File: config.mk
export PLATFORM = sky130hd
export DESIGN_NAME = alu_sequencer_flat
export DESIGN_NICKNAME = d
export VERILOG_FILES = /design/src/rtl/alu_sequencer_if.sv /design/src/rtl/alu_sequencer.sv /design/src/flat_wrapper.sv
export SDC_FILE = /design/constraint.sdc
export NUM_CORES = 1
export LEC_CHECK = 0
export ABC_CLOCK_PERIOD_IN_PS = 1500
export CAP_MARGIN = 5
export CELL_PAD_IN_SITES_DETAIL_PLACEMENT = 1
export CELL_PAD_IN_SITES_GLOBAL_PLACEMENT = 1
export CORE_MARGIN = 3
export CORE_UTILIZATION = 39
export CTS_BUF_LIST = sky130_fd_sc_hd__clkbuf_2
export CTS_CLUSTER_DIAMETER = 200
export CTS_CLUSTER_SIZE = 12
export DETAILED_ROUTE_END_ITERATION = 7
export GPL_TIMING_DRIVEN = 1
export PLACE_DENSITY_LB_ADDON = 0.1
export SYNTH_ARGS = -nofsm -noshare
export SYNTH_HDL_FRONTEND = slang
export SYNTH_SLANG_ARGS = --single-unit
export TNS_END_PERCENT = 1
File: constraint.sdc
create_clock -name clk -period 1.5 [get_ports clk]
set_clock_uncertainty 0.1 [all_clocks]
set_input_delay 0.225 -clock clk [delete_from_list [all_inputs] [get_ports clk]]
set_output_delay 0.225 -clock clk [all_outputs]
set_load 0.01 [all_outputs]
File: src/rtl/alu_sequencer_if.sv
`default_nettype none
//------------------------------------------------------------------------------
//  Module      : alu_sequencer_if
//  Description : Bundle of the instruction handshake, the registered ALU
//                operand/select bus, the ALU result return path, the
//                retirement status outputs and the debug register-file port.
//                The master modport is the sequencer itself; the slave
//                modport is its environment (instruction source plus the
//                combinational ALU).
//  Signals     : instr_valid/instr/instr_ready - instruction handshake
//                alu_a/alu_b/alu_sel            - operands and select to ALU
//                alu_result/alu_zero            - ALU outputs back in
//                done/err                       - one-cycle retire pulses
//                result/zero_flag               - last write-back status
//                dbg_addr/dbg_data              - debug register-file read
//  Revision    : 1.0 - initial release
//------------------------------------------------------------------------------
interface alu_sequencer_if;
    logic        instr_valid;
    logic [12:0] instr;
    logic        instr_ready;
    logic [3:0]  alu_a;
    logic [3:0]  alu_b;
    logic [2:0]  alu_sel;
    logic [3:0]  alu_result;
    logic        alu_zero;
    logic        done;
    logic        err;
    logic [3:0]  result;
    logic        zero_flag;
    logic [1:0]  dbg_addr;
    logic [3:0]  dbg_data;

    modport master (
        input  instr_valid, instr, alu_result, alu_zero, dbg_addr,
        output instr_ready, alu_a, alu_b, alu_sel, done, err,
               result, zero_flag, dbg_data
    );

    modport slave (
        output instr_valid, instr, alu_result, alu_zero, dbg_addr,
        input  instr_ready, alu_a, alu_b, alu_sel, done, err,
               result, zero_flag, dbg_data
    );
endinterface
`default_nettype wire

File: src/rtl/alu_sequencer.sv
`default_nettype none
//------------------------------------------------------------------------------
//  Module      : alu_sequencer
//  Description : Multicycle issue controller for an external 4-bit
//                combinational ALU. Accepts one instruction per handshake in
//                IDLE, presents registered operands/select during EXEC,
//                writes the ALU result (or LDI immediate) back into a
//                4 x 4-bit register file at the end of EXEC, and pulses
//                done (plus err for illegal opcodes) in DONE.
//  Ports       : clk  - system clock, rising edge
//                rst  - asynchronous active-high reset
//                bus  - alu_sequencer_if master modport (handshake, ALU bus,
//                       status and debug read)
//  Revision    : 1.0 - initial release
//------------------------------------------------------------------------------
module alu_sequencer (
    input  wire logic           clk,
    input  wire logic           rst,
    alu_sequencer_if.master     bus
);

    // FSM encoding
    localparam logic [1:0] c_S_IDLE = 2'd0;
    localparam logic [1:0] c_S_EXEC = 2'd1;
    localparam logic [1:0] c_S_DONE = 2'd2;

    // Opcodes that need special handling; 000..100 go straight to the ALU
    localparam logic [2:0] c_OP_SHIFT = 3'b100;
    localparam logic [2:0] c_OP_LDI   = 3'b101;
    localparam logic [2:0] c_SEL_NOP  = 3'b000;

    logic [1:0] r_state;
    logic [1:0] w_state_next;

    logic       w_ready;
    logic       w_done;
    logic       w_err;
    logic       w_accept;

    // Fields of the incoming instruction
    logic [2:0] w_in_op;
    logic [1:0] w_in_rd;
    logic [1:0] w_in_rs;
    logic [1:0] w_in_rt;
    logic [3:0] w_in_imm;
    logic       w_in_is_alu;

    // Latched instruction fields; source indices are consumed at accept
    logic [2:0] r_op;
    logic [1:0] r_rd;
    logic [3:0] r_imm;
    logic       w_op_is_alu;
    logic       w_op_is_ldi;
    logic       w_op_illegal;

    logic [3:0] r_rf [0:3];
    logic [3:0] r_alu_a;
    logic [3:0] r_alu_b;
    logic [2:0] r_alu_sel;
    logic [3:0] r_result;
    logic       r_zero_flag;

    assign w_in_op  = bus.instr[12:10];
    assign w_in_rd  = bus.instr[9:8];
    assign w_in_rs  = bus.instr[7:6];
    assign w_in_rt  = bus.instr[5:4];
    assign w_in_imm = bus.instr[3:0];

    // ADD, SUB, AND, XOR and SHIFT occupy 000..100
    assign w_in_is_alu  = (w_in_op <= c_OP_SHIFT);
    assign w_op_is_alu  = (r_op <= c_OP_SHIFT);
    assign w_op_is_ldi  = (r_op == c_OP_LDI);
    assign w_op_illegal = r_op[2] & r_op[1];

    assign w_accept = bus.instr_valid & w_ready;

    //--------------------------------------------------------------------------
    // FSM state register
    //--------------------------------------------------------------------------
    always_ff @(posedge clk or posedge rst) begin
        if (rst) begin
            r_state <= c_S_IDLE;
        end else begin
            r_state <= w_state_next;
        end
    end

    //--------------------------------------------------------------------------
    // FSM next state and control outputs
    //--------------------------------------------------------------------------
    always_comb begin
        w_state_next = r_state;
        w_ready      = 1'b0;
        w_done       = 1'b0;
        w_err        = 1'b0;
        case (r_state)
            c_S_IDLE: begin
                w_ready = 1'b1;
                if (bus.instr_valid) begin
                    w_state_next = c_S_EXEC;
                end
            end
            c_S_EXEC: begin
                w_state_next = c_S_DONE;
            end
            c_S_DONE: begin
                w_done       = 1'b1;
                w_err        = w_op_illegal;
                w_state_next = c_S_IDLE;
            end
            default: begin
                w_state_next = c_S_IDLE;
            end
        endcase
    end

    //--------------------------------------------------------------------------
    // Instruction latch, operand registers and write-back
    //--------------------------------------------------------------------------
    always_ff @(posedge clk or posedge rst) begin
        if (rst) begin
            r_op        <= 3'b000;
            r_rd        <= 2'd0;
            r_imm       <= 4'd0;
            r_alu_a     <= 4'd0;
            r_alu_b     <= 4'd0;
            r_alu_sel   <= c_SEL_NOP;
            r_result    <= 4'd0;
            r_zero_flag <= 1'b0;
            for (int i = 0; i < 4; i++) begin
                r_rf[i] <= 4'd0;
            end
        end else begin
            if (w_accept) begin
                r_op    <= w_in_op;
                r_rd    <= w_in_rd;
                r_imm   <= w_in_imm;
                // Sources are read here, so rd==rs/rt sees the old value
                r_alu_a <= r_rf[w_in_rs];
                r_alu_b <= r_rf[w_in_rt];
                // Only real ALU ops drive a meaningful select
                r_alu_sel <= w_in_is_alu ? w_in_op : c_SEL_NOP;
            end

            // Write-back on the edge that leaves EXEC; illegal ops skip it
            if (r_state == c_S_EXEC) begin
                if (w_op_is_alu) begin
                    r_rf[r_rd]  <= bus.alu_result;
                    r_result    <= bus.alu_result;
                    r_zero_flag <= bus.alu_zero;
                end else if (w_op_is_ldi) begin
                    r_rf[r_rd]  <= r_imm;
                    r_result    <= r_imm;
                    r_zero_flag <= (r_imm == 4'd0);
                end
            end
        end
    end

    //--------------------------------------------------------------------------
    // Outputs
    //--------------------------------------------------------------------------
    assign bus.instr_ready = w_ready;
    assign bus.alu_a       = r_alu_a;
    assign bus.alu_b       = r_alu_b;
    assign bus.alu_sel     = r_alu_sel;
    assign bus.done        = w_done;
    assign bus.err         = w_err;
    assign bus.result      = r_result;
    assign bus.zero_flag   = r_zero_flag;
    assign bus.dbg_data    = r_rf[bus.dbg_addr];

endmodule
`default_nettype wire

File: src/flat_wrapper.sv
// flat-port wrapper written by rule: the top's interface ports become plain ports
module alu_sequencer_flat 
  (clk, rst, bus_instr_valid, bus_instr, bus_alu_result, bus_alu_zero, bus_dbg_addr, bus_instr_ready, bus_alu_a, bus_alu_b, bus_alu_sel, bus_done, bus_err, bus_result, bus_zero_flag, bus_dbg_data);
  alu_sequencer_if bus_i ();
  input  wire logic clk;
  input  wire logic rst;
  input wire logic [$bits(bus_i.instr_valid)-1:0] bus_instr_valid;
  input wire logic [$bits(bus_i.instr)-1:0] bus_instr;
  input wire logic [$bits(bus_i.alu_result)-1:0] bus_alu_result;
  input wire logic [$bits(bus_i.alu_zero)-1:0] bus_alu_zero;
  input wire logic [$bits(bus_i.dbg_addr)-1:0] bus_dbg_addr;
  output wire logic [$bits(bus_i.instr_ready)-1:0] bus_instr_ready;
  output wire logic [$bits(bus_i.alu_a)-1:0] bus_alu_a;
  output wire logic [$bits(bus_i.alu_b)-1:0] bus_alu_b;
  output wire logic [$bits(bus_i.alu_sel)-1:0] bus_alu_sel;
  output wire logic [$bits(bus_i.done)-1:0] bus_done;
  output wire logic [$bits(bus_i.err)-1:0] bus_err;
  output wire logic [$bits(bus_i.result)-1:0] bus_result;
  output wire logic [$bits(bus_i.zero_flag)-1:0] bus_zero_flag;
  output wire logic [$bits(bus_i.dbg_data)-1:0] bus_dbg_data;
  assign bus_i.instr_valid = bus_instr_valid;
  assign bus_i.instr = bus_instr;
  assign bus_i.alu_result = bus_alu_result;
  assign bus_i.alu_zero = bus_alu_zero;
  assign bus_i.dbg_addr = bus_dbg_addr;
  assign bus_instr_ready = bus_i.instr_ready;
  assign bus_alu_a = bus_i.alu_a;
  assign bus_alu_b = bus_i.alu_b;
  assign bus_alu_sel = bus_i.alu_sel;
  assign bus_done = bus_i.done;
  assign bus_err = bus_i.err;
  assign bus_result = bus_i.result;
  assign bus_zero_flag = bus_i.zero_flag;
  assign bus_dbg_data = bus_i.dbg_data;
  alu_sequencer u_core (.clk(clk), .rst(rst), .bus(bus_i));
endmodule
Word-level counts from Yosys, hierarchy flattened
Cells that the tools add are included.

Input bits: 23. Output and inout port bits: 23. Word-level logic and storage cells: 60. Flip-flop bits (word level): 43.

Bitwise gates (word level): 6. Reduce and logical (&&, ||, !) cells: 5. Equality and inequality tests: 4. Multiplexer cells: 25. Order comparisons: 7.

Operator list (number): two-way mux 4 bit (9); bitwise mux 16 bit (2); two-way mux 16 bit (2); binary-select mux 4 bit (select 2 bit) (3); >= comparator 3 bit (second input constant) (4); NOT 2 -> 3 bit (4); demux 4 bit (select 2 bit) (1); <= comparator 3 bit (second input constant) (2); two-way mux 1 bit (5); zero test 4 bit (1); case mux 2 bit (2 select lines) (1); == test 3 bit (second input constant) (1); less-than comparator 3 x 1 -> 1 bit (second input constant) (1); two-way mux 3 bit (1); bitwise AND 1 bit (2); == test 2 x 1 -> 1 bit (second input constant) (1); == test 2 bit (second input constant) (1); zero test 2 bit (1); two-way mux 2 bit (1); inequality test 2 bit (second input constant) (1); AND reduction 2 bit (1); nonzero test 2 bit (1); logical AND 1 bit (1).

Depth between registers and ports, before layout
Gate-level depths: netlist (run 1).

Depth after elaboration: 8. Depth in mapped cells: 4. Depth with buffers taken out: 4.

Worst setup path after synthesis (run 1)
Ideal clock, no wire load.

Path kind: reg-to-reg. Start point: register u_core.r_op[1]. End point: register u_core.r_rf[8] in the netlist's numbering. Period minus slack after synthesis: 1.494 ns. Stages on the path, launching flop included: 4. Path slack: 0.006 ns. Required time: 1.272 ns. Arrival time: 1.267 ns. Buffers on the path: 0. Library setup time: 0.128 ns. Cell sequence: dfrtp_1 > o21ai_2 > mux2_2 > mux2_1.

Cells in the longest elaborated chain, start to end: 3. Elaborated cells on any way between the ends: 5. Classes of those cells: 1 x order compare; 1 x eq/ne; 1 x mux; 2 x reduce/logical.

RTL lines: start: declaration (RTL line alu_sequencer.sv:49) `logic [2:0] r_op;`; start signal: assignment (RTL line alu_sequencer.sv:135) `r_op <= w_in_op;`; <= comparator 3 bit / == test 3 bit (equally long branches) (RTL line alu_sequencer.sv:71, alu_sequencer.sv:72); nonzero test 2 bit (no line); AND reduction 2 bit (no line); end signal: indexed assignment (RTL line alu_sequencer.sv:148) `r_rf[r_rd] <= bus.alu_result;`; end signal: indexed assignment (RTL line alu_sequencer.sv:152) `r_rf[r_rd] <= r_imm;`; end: declaration (RTL line alu_sequencer.sv:56) `logic [3:0] r_rf [0:3];`.

Several ways; a longest one is shown, not always the timed one. A chain may end at the register's enable or synchronous reset.

Worst setup path in the final report (run 1)
Start point: register u_core.r_rf[1] in the netlist's numbering. End point: output bus_dbg_data[1].

Cells in the longest elaborated chain, start to end: 3.

RTL lines: binary-select mux 4 bit (select 2 bit) (RTL line alu_sequencer.sv:171) `assign bus.dbg_data = r_rf[bus.dbg_addr];`; two-way mux 4 bit (not written as such) (2 in a row) (RTL line alu_sequencer.sv:171); end: declaration (RTL line flat_wrapper.sv:20) `output wire logic [$bits(bus_i.dbg_data)-1:0] bus_dbg_data;`.

Every way passes these cells. The select of a mux whose other input is x is not followed.

==> results of run 1 <==
==> path summary, 6_finish.rpt <==
check	start	to	slack (ps)	depth (start not counted)
setup / recovery	u_core.r_rf[1]	bus_dbg_data[1]	-320	2
hold / removal	rst	u_core.bus.alu_b[0]	30	3
setup reg to reg	u_core.r_state[0]	u_core.r_imm[3]	-130	5
hold reg to reg	u_core.bus.alu_b[3]	u_core.bus.alu_b[3]	430	1
max in group asynchronous	rst	u_core.r_rf[14]	1030	3
min in group clk	bus_instr[1]	u_core.r_imm[1]	290	2
==> what timing repair did <==
| item | in CTS | in global routing |
|---|---|---|
| gates resized for setup | 54 | 40 |
| pin swaps | 2 | 0 |
| setup endpoints to repair | 62 | 64 |
| buffers inserted | 4 | 0 |
==> where the power goes <==
group          internal [mW]  leakage, nW  switching [mW]  total, mW
combinational           1.53        0.794           0.889       2.42
clock                  0.119       0.0290           0.393      0.512
sequential              1.63        0.520           0.312       1.94
total                   3.27         1.34            1.59       4.87
==> sequential cells by signal (all words and copies together) (netlist names) <==
signal and flops:
u_core.r_rd 2, u_core.r_imm 4, u_core.bus.result 4, u_core.r_op 3, u_core.bus.alu_a 4, u_core.r_state 2
u_core.r_rf 16, u_core.bus.zero_flag 1, u_core.bus.alu_sel 3, u_core.bus.alu_b 4
==> cells in the mapped netlist (2+ instances only) <==
cell type  count
mux4_2        10
dfrtp_1       43
mux4_1         2
mux2_2        42
inv_1          4
nand3b_1       2
o21ai_0        3
nand4b_2       2
buf_6          2
nor2_1         2
==> layer usage <==
metal | routed length (µm) | track usage [%] | share of wire, %
met1 | 2200 | 20.7 | 42
met2 | 2800 | 32.7 | 53
met3 | 161 | 4.54 | 3.1
met4 | 80 | 3.67 | 1.5
met5 | 0 | 0 | 0
==> final cells by class <==
class,count,area [µm²]
fill,484,1930
sequential,43,1080
multi-input combinational,75,1020
timing repair buffer,78,732
tap,67,83.8
clock buffer,6,30.0
inverter,5,21.3
clock inverter,2,12.5
==> logic make-up after synthesis <==
family | count (synthesis)
simple gates | 15
buf+inv | 7
compound gates | 5
flops | 43
mux | 55
==> through the flow <==
stage	utilization [%]	hold slack, ps	cells
3_3_place_gp	57.4	390	264
6_report	60.7	32.2	276
3_5_place_dp	57.4	396	264
5_1_grt	60.7	53.1	276
4_1_cts	58.6	55.3	276
2_1_floorplan	-	264	125
==> critical path, cell delays in order, from the launching register on <==
cell and delay (ps):
dfrtp_1 450, mux4_2 480, buf_6 140
==> summary.txt, run 1 <==
Global routing
  • Largest net degree at the start of global routing: 44
  • Vias in the first global route: around 1,600
  • First-pass GRT wire length: 8320 µm
  • Gr ovfl total: 0
  • Initial antenna violation count: 0
  • Total track usage: approximately 18%

Status
  • Outcome: complete, but fails checks
  • Violated checks: setup timing

Power
  • Max VDD drop: approximately 840 µV
  • Cell Pwr Density: 1630 nW/µm²
  • Final Power: a little under 5 mW
  • P_leak: 1.34 nW

Synthesis
  • Post-synthesis cell type count: 23
  • Post-synthesis compound-gate area fraction: 1.58%
  • Post-synth top area share: 52.1%
  • Sequential area share after synthesis: a little over half
  • Post-synthesis xor/xnor area fraction: 0%
  • Ys Warns: 0
  • Top FF cell, synth: dfrtp_1
  • Synth top area cells: dfrtp_1 52%, mux2_2 23%, mux4_2 11%
  • Syn Std Cell Area: 2060 µm²
  • Adder and majority gate portion of the synthesized area: 0%
  • Combinational family with the most area after synthesis: multiplexers
  • Post-synthesis register bit count: 43
  • Post-Synthesis Cells: 125
  • Cell taking the most area after synthesis: dfrtp_1
  • Post-synthesis mux area share: between 30% and 40%
  • Post-synth EDFFs: 0
  • Mean Syn Cell Area: 16.5 µm²
  • Fraction of the mapped netlist area in simple logic gates: around 7.3%
  • Post-synth ARST share: 100%
  • Syn Nets: ~150

Cells and area
  • Final Cell Area: 2980 µm²
  • N_diodes: 0
  • Synthesis-to-finish area growth: 44.5%
  • Most frequent cells in the layout: 41 x dfrtp_1, 29 x mux2_2, 26 x buf_4, 21 x clkdlybuf4s50_1, 15 x clkdlybuf4s15_1
  • Layout cells sized above 1: 55.5%
  • Nets: 231
  • Commonest non-fill, non-tap cell in the layout: dfrtp_1

Placement
  • Placed wire-length estimate: between 3000 and 4000 µm
  • GP Congestion: ~0.83
  • Port Buffers: 45
  • Pre-CTS WS: -767 ps
  • Placed cell area: 2820 µm²

Drt
  • DR WL/cell: 19.0 µm
  • # DRC: 0
  • First-iteration detailed-routing DRC count: 38
  • Post-DR vias/cell: 5.05
  • Detailed Routing Iterations Pass 1: 3
  • Antenna viol nets, final: 0
  • Routed WL: about 5200 µm
  • Vias: 1,395

Clock tree
  • Total clock buffers created by CTS: 5
  • Clock sink count: 43
  • H-tree Lvls: 2
  • Clock Latency Late Sink: ~430 ps
  • Reg clk slew, reported paths: between 200 and 250 ps
  • CTS tree: done
  • Buffer depth of the longest clock path: 2
  • Root Driver: clkbuf_2
  • Hold Buf Count CTS: 0

Job
  • Max-cap check violation count: 0

Worst setup path
  • Critical Path Sink Type: output pin
  • Critical path class: flop to output pin
  • Critical Path AT: 1490 ps
  • Worst EP required: 1170 ps
  • Crit Path Max Fanout: 2
  • Startpoint Class: flop

Floorplanning
  • Core Region: 4910 µm²
  • Initial Util: 42.0%
  • I/O pins: 46
  • Row count: 25
  • Die Y: roughly 79 µm
  • Die span in x: 78.8 µm
  • Die area: 6200 µm²

Timing
  • Final number of hold-violating endpoints: 0
  • TNS Setup: -5200 ps
  • Worst Tran Pin Value: between 300 and 400 ps
  • Slew margin rel.: 77.3%
  • Post-route setup slack: -320 ps
  • Final setup viols: 47
  • Max frequency: 0.549 GHz
  • RSZ-0062 raised after global routing: yes
  • Max-slew violations: 0
  • Period utilisation layout: 121%
  • Crit path time final: around 1800 ps

Hold path
  • Worst hold path class: input pin to asynchronous set/reset pin
Power figures use the tool's default switching activity.
==> run 2: changes to the inputs <==
--- a/config.mk
+++ b/config.mk
@@ -9,7 +9,6 @@
 export CAP_MARGIN = 5
 export CELL_PAD_IN_SITES_DETAIL_PLACEMENT = 1
 export CELL_PAD_IN_SITES_GLOBAL_PLACEMENT = 1
-export CORE_MARGIN = 3
 export CORE_UTILIZATION = 39
 export CTS_BUF_LIST = sky130_fd_sc_hd__clkbuf_2
 export CTS_CLUSTER_DIAMETER = 200
==> run 2 against run 1 <==
Net effect:
- the flow still finishes with violations (setup timing)
- combinational power decreased by 5%
- utilization is 3.8 points lower
- hold slack gained 47 ps
- first-iteration DRC count increased by 13%
- routed wire length shrank 5.2%
- final cell count fell by 0.72%
- clock power down 6.2%
- register-to-register slack is essentially flat
- sequential share of layout area grew 0.95 points
- die area is 9.9% lower
==> summary.txt, run 2 (synthesis gave the netlist of run 1 again) <==
Floorplanning
  • Core Region: 5110 µm²
  • Die span in x: 74.8 µm
  • Initial Util: between 40% and 50%
  • I/O pins: 46
  • Die area: 5590 µm²
  • Die Y: ~75 µm
  • Row count: 26

Timing
  • Max frequency: 0.554 GHz
  • Final setup viols: 47
  • Crit path time final: ~1800 ps
  • Fin Hold WS: 78.8 ps
  • Final number of hold-violating endpoints: 0
  • RSZ-0062 raised after global routing: yes
  • Period utilisation layout: 120%
  • Post-route setup slack: -305 ps
  • Max-slew violations: 0
  • Worst Tran Pin Value: ~340 ps
  • Slew margin rel.: 77.3%

Worst setup path
  • Critical path's slowest cell: mux4_2
  • Capture point of the worst reg-to-reg path: u_core.r_imm[3]
  • CP top delay family: multiplexers
  • Slowest stage delay, CP: 490 ps
  • R2R cell count: 5
  • Crit Path Max Fanout: 2
  • Worst reg-to-reg setup slack: -130 ps
  • Buf+Inv Stages, Crit Path: 1
  • Critical Path AT: 1480 ps
  • Worst EP required: 1170 ps
  • Critical path class: flop to output pin
  • Crit-path cells: mux4_2 -> buf_6
  • Startpoint Class: flop
  • Critical Path Sink Type: output pin
  • R2R Path Start: u_core.r_state[0]

Power
  • Total internal power: 3.21 mW
  • NetSw: 1.52 mW
  • Clk pwr share: roughly a tenth
  • Cell Pwr Density: 1630 nW/µm²
  • Final Power: 4.73 mW
  • P_leak: 1.29 nW
  • Sequential Power Share: ~41%
  • Gate power share: ~49%
  • Max VDD drop: 807 µV
  • Sw Ratio: 32.1%

Cells and area
  • Synthesis-to-finish area growth: 40.8%
  • Non-filler cells, final: between 200 and 300
  • N_diodes: 0
  • Largest Register: u_core.r_rf
  • Commonest non-fill, non-tap cell in the layout: dfrtp_1
  • Final Cell Area: 2910 µm²
  • Fillcell total: around 510
  • Area occupied by multi-input gates: 995 µm²
  • Most frequent cells in the layout: 41 x dfrtp_1, 31 x mux2_2, 21 x clkdlybuf4s50_1, 21 x buf_4, 15 x clkdlybuf4s15_1
  • Nets: 226
  • Flip-flop count of the largest register after layout: 16
  • Register area: 1080 µm²
  • Layout cells sized above 1: between 50% and 60%

Drt
  • Routed WL: 4970 µm
  • Detailed Routing Iterations Pass 1: 4
  • # DRC: 0
  • Post-DR vias/cell: ~5.0
  • Antenna viol nets, final: 0
  • First-iteration detailed-routing DRC count: 43
  • Vias: 1,377
  • DR WL/cell: roughly 18 µm

Clock tree
  • Total clock buffers created by CTS: 5
  • Clock sink count: 43
  • CTS tree: done
  • Clock Latency Late Sink: 390 ps
  • Reg clk slew, reported paths: about 200 ps
  • Root Driver: clkbuf_2
  • H-tree Lvls: 2
  • Buffer depth of the longest clock path: 2

Placement
  • Cells after DPL: 263
  • Port Buffers: 45
  • Pre-CTS WS: -768 ps
  • Placed cell area: 2790 µm²
  • GP Congestion: 0.866
  • Placed wire-length estimate: 3740 µm

Status
  • Violated checks: setup timing
  • Outcome: complete, but fails checks

Global routing
  • Vias in the first global route: 1,479
  • Total track usage: 19.8%
  • Gr ovfl total: 0
  • Initial antenna violation count: 0
  • Largest net degree at the start of global routing: 44
  • First-pass GRT wire length: roughly 7900 µm

Hold path
  • Worst hold path class: input pin to asynchronous set/reset pin

Job
  • Max-cap check violation count: 0
## run 2: changes by cell type in the layout (fill, tap and decap cells not counted), sizes merged
| cell | previous run | this run |
|---|---|---|
| clkinv | 1 | 2 |
| dlygate4sd2 | 1 | 2 |
| clkinvlp | 1 | 0 |
| inv | 5 | 4 |
| buf | 40 | 35 |
## run 2: cell type report
| type | count | share of cell area [%] |
|---|---|---|
| Clock inverter | 1 | 0.172 |
| Multi-Input combinational cell | 75 | 34.2 |
| Timing Repair Buffer | 73 | 23.6 |
| Inverter | 5 | 0.689 |
| Sequential cell | 43 | 37.1 |
| Tap cell | 70 | 3.01 |
| Clock buffer | 7 | 1.21 |
## run 2: how the worst max path moves through the flow
stage | from | to | slack (ps) | cells past startpoint
floorplan | u_core.r_op[1] | u_core.r_rf[8] | 6 | 3
finish | u_core.r_rf[12] | bus_dbg_data[0] | -300 | 2
CTS | u_core.r_rf[12] | bus_dbg_data[0] | -320 | 2
global route | u_core.r_rf[5] | bus_dbg_data[1] | -370 | 2
global placement | bus_dbg_addr[0] | bus_dbg_data[3] | -740 | 3
detailed placement | bus_dbg_addr[0] | bus_dbg_data[0] | -770 | 3
## run 2: repair_timing
item,4_1_cts,5_1_grt
hold endpoints to repair,0,0
setup endpoints to repair,61,63
pin swaps,2,0
hold buffers,0,0
setup buffers,2,1
resized for setup,58,24
## run 2: power groups by stage
| stage | logic, mW | clock network (mW) | registers, mW |
|---|---|---|---|
| detailed placement | 2.26 | 0 | 1.99 |
| CTS | 2.21 | 0.514 | 1.95 |
| floorplan | 0.987 | 0 | 2.02 |
| global placement | 2.18 | 0 | 1.93 |
| finish | 2.30 | 0.480 | 1.95 |
| global route | 2.47 | 0.569 | 2.03 |
## run 2: worst min-delay path, delay by kind of cell
family | cells | cell delay [ps]
buffers and inverters | 3 | 750
## run 2: through the flow
step | util, % | setup TNS (ps)
after floorplan | - | 0
after global placement | 54.7 | -9340
after detailed placement | 54.7 | -9930
after CTS | 55.8 | -5460
after global routing | 56.9 | -7580
final | 56.9 | -4600
## run 2: per-layer routing
layer  track usage [%]  wire [µm]
met1              26.3       2230
met2              33.0       2540
met3              4.42        148
met4              5.03         42
met5                 0          0
==> run 3: changes to the inputs <==
--- a/config.mk
+++ b/config.mk
@@ -9,11 +9,13 @@
 export CAP_MARGIN = 5
 export CELL_PAD_IN_SITES_DETAIL_PLACEMENT = 1
 export CELL_PAD_IN_SITES_GLOBAL_PLACEMENT = 1
-export CORE_UTILIZATION = 39
+export CORE_UTILIZATION = 49
 export CTS_BUF_LIST = sky130_fd_sc_hd__clkbuf_2
 export CTS_CLUSTER_DIAMETER = 200
 export CTS_CLUSTER_SIZE = 12
 export DETAILED_ROUTE_END_ITERATION = 7
+export DONT_BUFFER_PORTS = 1
+export GPL_ROUTABILITY_DRIVEN = 0
 export GPL_TIMING_DRIVEN = 1
 export PLACE_DENSITY_LB_ADDON = 0.1
 export SYNTH_ARGS = -nofsm -noshare
==> run 3 against run 2 <==
Net effect:
- the run still ends with setup timing left
- sequential cell count did not move
- clock power rose by 36%
- sequential power rose by 9%
- final cell count fell by 19%
- largest power group is now sequential cells
- register-to-register slack barely moved
- sequential share of layout area rose by 4.0 points
- fmax rose by 3.9%
- first-iteration DRC count rose by 37%
- hold slack got worse by 57 ps
- total power fell by 2.2%
==> summary.txt, run 3 (synthesis gave the netlist of run 1 again) <==
Status
  • Outcome: complete, but fails checks
  • Violated checks: setup timing

Placement
  • Pre-CTS WS: -127 ps
  • Port Buffers: 0
  • Placed cell area: 2180 µm²
  • Cells after DPL: 181
  • Placed wire-length estimate: 3200 µm

Timing
  • TNS Setup: -3690 ps
  • Post-route setup slack: -237 ps
  • Max frequency: 0.576 GHz
  • Fin Hold WS: around 22 ps
  • Slew margin rel.: 64.3%
  • Worst Tran Pin Value: 535 ps
  • Period utilisation layout: 116%
  • Max-slew violations: 0
  • Final number of hold-violating endpoints: 0
  • Final setup viols: 43
  • Crit path time final: 1740 ps
  • RSZ-0062 raised after global routing: yes

Floorplanning
  • Die Y: approximately 67 µm
  • Core Region: 4030 µm²
  • Die area: 4480 µm²
  • Die span in x: 66.9 µm
  • Initial Util: 51.2%
  • Row count: 23
  • I/O pins: 46

Drt
  • First-iteration detailed-routing DRC count: 59
  • Vias: 1,323
  • Detailed Routing Iterations Pass 1: 4
  • DR WL/cell: 22.8 µm
  • Post-DR vias/cell: between 5 and 6
  • Antenna viol nets, final: 0
  • # DRC: 0
  • Routed WL: slightly above 5000 µm

Worst setup path
  • Critical Path AT: 1410 ps
  • Stages on worst setup path: 1
  • CP top delay family: multiplexers
  • R2R cell count: 3
  • Buf+Inv Stages, Crit Path: 0
  • Setup crit end: bus_dbg_data[0]
  • Critical path's slowest cell: mux4_2
  • Startpoint Class: flop
  • Worst reg-to-reg setup slack: -120 ps
  • Capture point of the worst reg-to-reg path: u_core.bus.zero_flag
  • Setup crit start: u_core.r_rf[0]
  • Slowest stage delay, CP: 530 ps
  • Worst EP required: 1170 ps
  • Crit Path Max Fanout: 2
  • R2R Path Start: u_core.r_op[1]
  • Critical path class: flop to output pin
  • Critical Path Sink Type: output pin
  • Crit-path cells: mux4_2

Cells and area
  • Commonest non-fill, non-tap cell in the layout: dfrtp_1
  • Layout cells sized above 1: 56.4%
  • Most frequent cells in the layout: 41 x dfrtp_1, 23 x mux2_2, 21 x buf_4, 19 x mux2_4, 18 x dlygate4sd3_1
  • Synthesis-to-finish area growth: 27.2%
  • Fin util: between 60% and 70%
  • Final Cell Area: 2630 µm²
  • Non-filler cells, final: 222
  • Largest Register: u_core.r_rf
  • N_diodes: 0
  • Nets: ~190
  • Flip-flop count of the largest register after layout: 16

Power
  • P_leak: roughly 1.2 nW
  • Sequential Power Share: 45.7%
  • Final Power: between 4 and 5 mW
  • Cell Pwr Density: 1760 nW/µm²
  • Total internal power: 3.08 mW
  • Max VDD drop: 1010 µV
  • Clk pwr share: 14.1%
  • Gate power share: between 40% and 50%
  • Sw Ratio: 33.5%
  • NetSw: 1.55 mW

Global routing
  • Gr ovfl total: 0
  • Vias in the first global route: 1,393
  • First-pass GRT wire length: 7540 µm
  • Initial antenna violation count: 0
  • Largest net degree at the start of global routing: 44
  • Total track usage: 24.3%

Clock tree
  • Reg clk slew, reported paths: 220 ps
  • H-tree Lvls: 2
  • Clock Latency Late Sink: around 420 ps
  • Buffer depth of the longest clock path: 2
  • Clock sink count: 43
  • Total clock buffers created by CTS: 5
  • Root Driver: clkbuf_2
  • CTS tree: done

Hold path
  • Worst hold path class: input pin to flop

Job
  • Max-cap check violation count: 0
run 3: cell count changes in the layout (fill, tap and decap cells not counted), sizes merged:
cell and delta:
bufinv +1, clkbuf -2, clkdlybuf4s50 -21, buf -12, clkdlybuf4s15 -15, dlygate4sd2 -2
dlygate4sd3 +18, clkinv +1
run 3: cell type report:
| type | instances | area [µm²] |
|---|---|---|
| multi-input cells | 75 | 1030 |
| clock inverters | 3 | 38.8 |
| inverters | 5 | 20.0 |
| clock buffers | 5 | 25.0 |
| flip-flops and latches | 43 | 1080 |
| well taps | 50 | 62.6 |
| repair buffers | 41 | 369 |
| fillers | 363 | 1400 |
run 3: power by group through the flow:
stage	combinational, mW	clock [mW]	sequential, mW
6_report	1.86	0.653	2.12
3_3_place_gp	1.15	0	2.13
2_1_floorplan	0.987	0	2.02
5_1_grt	1.99	0.716	2.17
4_1_cts	1.65	0.670	2.09
3_5_place_dp	1.21	0	2.20
run 3: repair_timing:
item	4_1_cts	5_1_grt
resized for setup	12	15
hold buffers	15	3
hold endpoints to repair	65	10
setup endpoints to repair	45	45
setup buffers	12	3
run 3: worst min-delay path by stage:
stage,cells after the start,from,to
floorplan,2,bus_instr[12],u_core.bus.alu_sel[2]
global placement,2,rst,u_core.r_rd[1]
detailed placement,2,rst,u_core.r_op[1]
CTS,2,bus_alu_result[1],u_core.r_rf[13]
global route,2,bus_instr[7],u_core.bus.alu_a[3]
finish,2,bus_instr[7],u_core.bus.alu_a[3]
run 3: metal layers:
metal / track usage [%] / vias up / wire, µm
met2: 37.6 / 58 / 2510
met1: 33.6 / 688 / 2180
met4: 7.71 / 0 / 87
met5: 0 / - / 0
li1: - / 565 / -
met3: 5.65 / 12 / 291
